## src/rtl/tmds_rx_decoder.sv

```systemverilog
// TMDS receive channel: bit-slip alignment on control tokens,
// then symbol decode into video byte / control bits with data enable.
module tmds_rx_decoder #(
  parameter int SEARCH_WINDOW = 64,
  parameter int LOCK_COUNT    = 8,
  parameter int LOSS_TIMEOUT  = 4095
) (
  input  logic       clk,
  input  logic       resetn,
  input  logic [9:0] rx_word,
  output logic       locked,
  output logic [3:0] offset,
  output logic       de,
  output logic [7:0] data,
  output logic [1:0] ctrl
);

  localparam int WW = $clog2(SEARCH_WINDOW + 1);
  localparam int TW = $clog2(LOCK_COUNT + 1);
  localparam int LW = $clog2(LOSS_TIMEOUT + 1);

  localparam logic [WW-1:0] WIN_LAST = WW'(SEARCH_WINDOW - 1);
  localparam logic [TW-1:0] TOK_LAST = TW'(LOCK_COUNT - 1);
  localparam logic [TW-1:0] TOK_MAX  = TW'(LOCK_COUNT);
  localparam logic [LW-1:0] LOSS_MAX = LW'(LOSS_TIMEOUT);

  localparam logic [9:0] TOK_00 = 10'b1101010100;
  localparam logic [9:0] TOK_01 = 10'b0010101011;
  localparam logic [9:0] TOK_10 = 10'b0101010100;
  localparam logic [9:0] TOK_11 = 10'b1010101011;

  typedef enum logic [1:0] {
    SEARCH = 2'd0,
    VERIFY = 2'd1,
    LOCKED = 2'd2
  } state_t;

  state_t        state;
  logic [9:0]    prev_word;
  logic [9:0]    s1;
  logic [19:0]   win_buf;
  logic [9:0]    sym;
  logic [WW-1:0] win_cnt;
  logic [TW-1:0] tok_cnt;
  logic [LW-1:0] loss_cnt;
  logic          stale;
  logic          is_tok;
  logic          tok_ok;
  logic [1:0]    tok_val;
  logic [7:0]    q_raw;
  logic [7:0]    dec;
  logic [3:0]    off_next;

  assign win_buf  = {rx_word, prev_word};
  assign sym      = 10'(win_buf >> offset);
  assign off_next = (offset == 4'd9) ? 4'd0 : offset + 4'd1;
  assign tok_ok   = is_tok & ~stale;

  always_ff @(posedge clk or negedge resetn) begin
    if (!resetn) begin
      prev_word <= '0;
      s1        <= '0;
    end else begin
      prev_word <= rx_word;
      s1        <= sym;
    end
  end

  always_comb begin
    is_tok  = 1'b1;
    tok_val = 2'b00;
    case (s1)
      TOK_00:  tok_val = 2'b00;
      TOK_01:  tok_val = 2'b01;
      TOK_10:  tok_val = 2'b10;
      TOK_11:  tok_val = 2'b11;
      default: is_tok  = 1'b0;
    endcase
  end

  always_comb begin
    q_raw  = s1[9] ? ~s1[7:0] : s1[7:0];
    dec    = '0;
    dec[0] = q_raw[0];
    for (int i = 1; i < 8; i++) begin
      dec[i] = s1[8] ? (q_raw[i] ^ q_raw[i-1])
                     : ~(q_raw[i] ^ q_raw[i-1]);
    end
  end

  // stale marks the one cycle where s1 still holds the old offset's symbol
  always_ff @(posedge clk or negedge resetn) begin
    if (!resetn) begin
      state    <= SEARCH;
      offset   <= '0;
      win_cnt  <= '0;
      tok_cnt  <= '0;
      loss_cnt <= '0;
      stale    <= 1'b0;
      locked   <= 1'b0;
      de       <= 1'b0;
      data     <= '0;
      ctrl     <= '0;
    end else begin
      stale <= 1'b0;

      if (state == LOCKED) begin
        if (is_tok) begin
          de   <= 1'b0;
          data <= '0;
          ctrl <= tok_val;
        end else begin
          de   <= 1'b1;
          data <= dec;
        end
      end else begin
        de   <= 1'b0;
        data <= '0;
        ctrl <= '0;
      end

      unique case (state)
        SEARCH: begin
          if (tok_ok) begin
            state   <= VERIFY;
            tok_cnt <= TW'(1);
            win_cnt <= '0;
          end else if (win_cnt == WIN_LAST) begin
            offset  <= off_next;
            win_cnt <= '0;
            stale   <= 1'b1;
          end else begin
            win_cnt <= win_cnt + 1'b1;
          end
        end
        VERIFY: begin
          if (tok_ok) begin
            if (tok_cnt >= TOK_LAST) begin
              state    <= LOCKED;
              locked   <= 1'b1;
              loss_cnt <= '0;
            end
            if (tok_cnt != TOK_MAX) tok_cnt <= tok_cnt + 1'b1;
          end else begin
            state   <= SEARCH;
            win_cnt <= '0;
            tok_cnt <= '0;
          end
        end
        LOCKED: begin
          if (loss_cnt == LOSS_MAX) begin
            state    <= SEARCH;
            locked   <= 1'b0;
            offset   <= off_next;
            stale    <= 1'b1;
            win_cnt  <= '0;
            tok_cnt  <= '0;
            loss_cnt <= '0;
          end else if (tok_ok) begin
            loss_cnt <= '0;
          end else begin
            loss_cnt <= loss_cnt + 1'b1;
          end
        end
        default: begin
          state  <= SEARCH;
          locked <= 1'b0;
        end
      endcase
    end
  end

endmodule

```

## config.mk

```make
export PLATFORM = sky130hd
export DESIGN_NAME = tmds_rx_decoder
export DESIGN_NICKNAME = d
export VERILOG_FILES = /design/src/rtl/tmds_rx_decoder.sv
export SDC_FILE = /design/constraint.sdc
export NUM_CORES = 1
export LEC_CHECK = 0
export ABC_AREA = 1
export BUFFER_PORTS_ARGS = -buffer_cell sky130_fd_sc_hd__buf_2
export CAP_MARGIN = 20
export CORE_MARGIN = 4
export CORE_UTILIZATION = 40
export DETAILED_ROUTE_END_ITERATION = 10
export PLACE_DENSITY_LB_ADDON = 0.15
export SLEW_MARGIN = 10
export SYNTH_ARGS = -nofsm -noshare
export SYNTH_HDL_FRONTEND = slang
export SYNTH_SLANG_ARGS = --single-unit
export TNS_END_PERCENT = 5
```

## constraint.sdc

```tcl
create_clock -name clk -period 2.2 [get_ports clk]
set_clock_uncertainty 0.05 [all_clocks]
set_input_delay 0.22 -clock clk [delete_from_list [all_inputs] [get_ports clk]]
set_output_delay 0.22 -clock clk [all_outputs]
set_load 0.005 [all_outputs]
```

; Yosys cells after proc, flatten, opt, wreduce, memory -nomap -nowiden
; Index checks and enable logic that the tools add are counted.
; Widths: inputs -> output; s select.
[totals]
elab_cells = 116
input_bits = 12
out_inout_bits = 16
register_bits = 62
[classes]
shifts = 1
reduce_logical = 11
addsub = 4
muxes = 49
n_bitwise = 18
eq_ne = 20
n_lt_le_gt_ge = 1
[op_table]
columns = op, count
row1 = $mux 12, 4
row2 = $mux 4, 8
row3 = $mux 7, 4
row4 = $mux 8, 3
row5 = $pmux 12 s2, 1
row6 = $pmux 7 s3, 1
row7 = $eq 10x10->1 const B, 2
row8 = $shr 20x4->10, 1
row9 = $mux 1, 16
row10 = $ne 2x2->1 const B, 7
row11 = $add 12x1->12 const B, 1
row12 = $eq 12x12->1 const B, 1
row13 = $mux 2, 6
row14 = $pmux 2 s3, 2
row15 = $pmux 4 s3, 1
row16 = $reduce_and 4->1, 3
row17 = $eq 10x8->1 const B, 1
row18 = $eq 10x9->1 const B, 1
row19 = $not 1->1, 9
row20 = $reduce_and 3->1, 3
row21 = $add 4x1->4 const B, 2
row22 = $not 8->8, 1
row23 = $pmux 4 s2, 1
row24 = $add 7x1->7 const B, 1
row25 = 16 further kinds, 24

; Longest topological paths before layout
[depth]
depth_word = 7
depth_mapped = 12
ltp_nobuf = 12

; Worst setup path before layout
; Ideal clock, no wire load.
[synth_path]
kind = register to register
start = register s1[6]
end = register loss_cnt[6]
required_time_ns = 2.032
t_arrival_ns = 1.505
setup_slack_ns = 0.526
path_buffers = 1
path_stages_with_launch = 13
period_less_slack_ns = 1.674
path_cell_list = dfrtp_1 inv_1 ha_1 inv_1 nor2_2 nand2_2 nand2_4 nand2_4 a21oi_4 inv_4 buf_6 nand2_1 o21ai_2
[synth_via]
elab_chain_cells = 7
word_cells_on_any_way = 12
cone_classes = eq/ne: 5 / mux: 4 / bitwise: 1 / reduce/logical: 2
[synth_rtl]
columns = element, line
row1 = "start, declared", 40  ; logic [9:0] s1;
row2 = "start signal, assigned", 65  ; s1 <= sym;
row3 = "$eq 10x10->1, or another cell as far along", 72  ; case (s1)
row4 = $reduce_or 4->1 (no source line) *, n/a
row5 = $mux 1 *, 72
row6 = $and 1x1->1 *, 57  ; assign tok_ok = is_tok & ~stale;
row7 = $mux 12, 159  ; end else if (tok_ok) begin
row8 = $mux 12, 151  ; if (loss_cnt == LOSS_MAX) begin
row9 = $pmux 12 s2, 122  ; unique case (state)
row10 = "end signal, assigned", 162  ; loss_cnt <= loss_cnt + 1'b1;
row11 = "end, declared", 45  ; logic [LW-1:0] loss_cnt;
; Every way passes the cells marked *; elsewhere a longest branch is shown, timed or not.
; A chain may end at the register's enable or synchronous reset.

; Final worst setup path
[layout_path]
start = register s1[6]
end = register loss_cnt[1]
; The elaborated chain is that of the path after synthesis.

==> summary.txt <==
top post-synthesis cells by area - dfrtp_1 40%, nand2_1 16%, nand3_1 5.7%
Post-DP HPWL - 6340 um
Non-Filler Instances - 690
via count - 3,304
FF+latch area - 0.00155 mm^2
Inst Count DP - 663
Reg clk slew, reported paths - 0.09 ns
TritonCTS buffer count - 9
IO buf count - 27
CTS Buffer Depth - 2
YS warnings - 0
DIE AREA - 0.0113 mm^2
Final setup viols - 0
area of the multi-input gates - 0.00201 mm^2
largest net degree at the start of global routing - 24
initial antenna violation count - 0
RSZ-0062 raised after global routing - no
Req. time, crit path - 2.36 ns
Ant. Diodes - 0
post-synthesis sequential area ratio - 40.2%
layout cells sized above 1 - 16.0%
Layout fillers - 937
Initial DRC Count - 216
DRC - 0
Root Driver - clkbuf_8
H-tree levels - 3
Top-Level Pins - 28
core area - 0.00933 mm^2
vias in the first global route - 3,249
CTS tree - yes
peak supply drop - 491 uV
Nets - 583
fin. max-slew vios - 0
chip height - 106 um
Crit Path Category - reg -> reg
GRT Total Usage - 16.2%
Rows - 35
Layout area overhead - 15.2%
#FFs+latches synth - 62
grt ovf - 0
leak pwr - 0.00222 uW
Synth area leader - dfrtp_1
final RePlAce weighted congestion - 0.918
wire per inst - 12.1 um
min Tclk post-route - 1.88 ns
global-route wire length before repair - 14,900 um
Crit Path Max Fanout - 18
Fmax - 531 MHz
clock latency on the worst-skew pair - 0.34 ns
relative max-transition margin - 67.6%
syn_area_per_cell - 7.50 um^2
Worst Setup End Kind - register
Routed Antenna Nets - 0
PD cells - 1090 mW/mm^2
Detailed Route WL - 8370 um
Startpoint Class - register
clock sink count - 62
Critical Path AT - 2.05 ns
Mapped Cells - 515
Resized Gates After CTS - 0
Final Util - 47.7%
synthesized area - 0.00386 mm^2
TNS Setup - 0 ns
Worst-Margin Slew - 0.484 ns
total iterations of the first detailed-routing run - 4
max cap viols - 0
Starting Density - 41.4%
Mapped Nets - 542
final hold violations - 0
status - finished clean
library cells used by synthesis - 35
via/cell ratio - 4.79
period utilization - 85.6%
worst hold path type - in -> async
share of the synthesized area in the top cell type - 40.2%
width of the die - 106 um
==> cells in the final DEF, fill, tap and decap left out, types with 3 or more instances in the layout <==
master and instances:
a21o_1 3, a21oi_1 8, buf_2 27, buf_4 8
clkbuf_8 9, clkinv_4 3, dfrtp_1 62, dlygate4sd3_1 11
ha_1 15, inv_1 48, inv_2 8, nand2_1 162
nand2_2 5, nand2_4 3, nand3_1 44, nand4_1 12
nor2_1 32, nor2_2 4, o211ai_1 5, o21ai_0 30
o21ai_1 9, o21ai_2 5, o22ai_1 3, or2_2 7
xnor2_1 9, xor2_1 10
==> layout make-up <==
class / instances / area share, %
tap: 129 / 3.63
timing repair buffer: 46 / 6.87
inverter: 57 / 4.87
sequential: 62 / 34.9
multi-input combinational: 380 / 45.1
clock inverter: 7 / 1.83
clock buffer: 9 / 2.79
==> per-layer routing <==
| layer | routed length [um] | GRT usage, % | vias up |
|---|---|---|---|
| met5 | 0 | 0 | - |
| met4 | 110 | 5.64 | 0 |
| li1 | - | - | 1722 |
| met1 | 4080 | 22.5 | 1511 |
| met2 | 3820 | 25.8 | 62 |
| met3 | 364 | 2.25 | 9 |
==> registers in the layout (all words and copies together) (netlist names) <==
register and cells:
stale 1, s1 10, ctrl 2, win_cnt 7
state 2, prev_word 10, offset 4, data 8
loss_cnt 12, de 1, locked 1, tok_cnt 4
==> per-stage QoR <==
stage	setup slack (ns)	total power (uW)	hold slack (ns)	instance area [um^2]
2_1_floorplan	0.526	3330	-0.126	3860
5_1_grt	0.110	5330	0.376	4450
3_5_place_dp	0.320	3820	0.165	4130
4_1_cts	0.293	4910	0.313	4450
3_3_place_gp	0.379	3810	0.157	4130
6_report	0.317	4860	0.306	4450
==> power by group <==
| group | internal (uW) | switching (uW) | total [uW] |
|---|---|---|---|
| logic | 853 | 1420 | 2270 |
| clock network | 537 | 505 | 1040 |
| registers | 1340 | 204 | 1540 |
==> Yosys cell counts <==
master    number
nand2_1      162
dfrtp_1       62
inv_1         48
nand3_1       44
nor2_1        32
o21ai_0       30
ha_1          15
nand4_1       12
xor2_1        10
buf_2          9
o21ai_1        9
xnor2_1        9
a21oi_1        8
inv_2          8
or2_2          7
clkbuf_1       5
nand2_2        5
o211ai_1       5
o21ai_2        5
nor2_2         4
a21o_1         3
nand2_4        3
o22ai_1        3
a31oi_1        2
and2_1         2
buf_6          2
nor2_4         2
nor3_1         2
a21oi_4        1
inv_4          1
nand3_2        1
nand3_4        1
nor2_8         1
o21a_1         1
o21bai_1       1
==> cells by family (layout without fill, tap and decap cells) <==
logic type / count (synthesis) / count (layout) / synth area share (%)
XOR/XNOR: 19 / 19 / 4.31
AO/OA/AOI/OAI: 68 / 68 / 10.4
buffers and inverters: 73 / 119 / 7.84
AND/OR/NAND/NOR: 278 / 278 / 32.4
flip-flops: 62 / 62 / 40.2
adder cells (fa/ha/maj): 15 / 15 / 4.86
==> path summary, 6_finish.rpt <==
path	from	to	slack, ns	depth (start not counted)
worst max register to register	s1[6]	loss_cnt[1]	0.32	11
max in group asynchronous	resetn	state[1]	1.09	3
min in group clk	win_cnt[6]	win_cnt[6]	0.45	2
worst max-delay path	s1[6]	loss_cnt[1]	0.32	11
worst min register to register	win_cnt[6]	win_cnt[6]	0.45	2
worst min-delay path	resetn	prev_word[9]	0.31	2
==> repair_timing <==
action | in CTS | in global routing
setup buffers | 0 | 0
endpoints found under the hold margin | 30 | 0
hold buffers | 11 | 0
==> worst max-delay path, cell delays in order, from the launching register on <==
cell     delay, ns
dfrtp_1       0.42
inv_1         0.07
ha_1          0.15
inv_1         0.05
nor2_2        0.12
nand2_2       0.09
nand2_4       0.11
nand2_4       0.15
a21oi_4       0.27
inv_4         0.14
nand2_1       0.08
o21ai_0       0.07
Note: power is estimated with default switching activity, not from simulation.
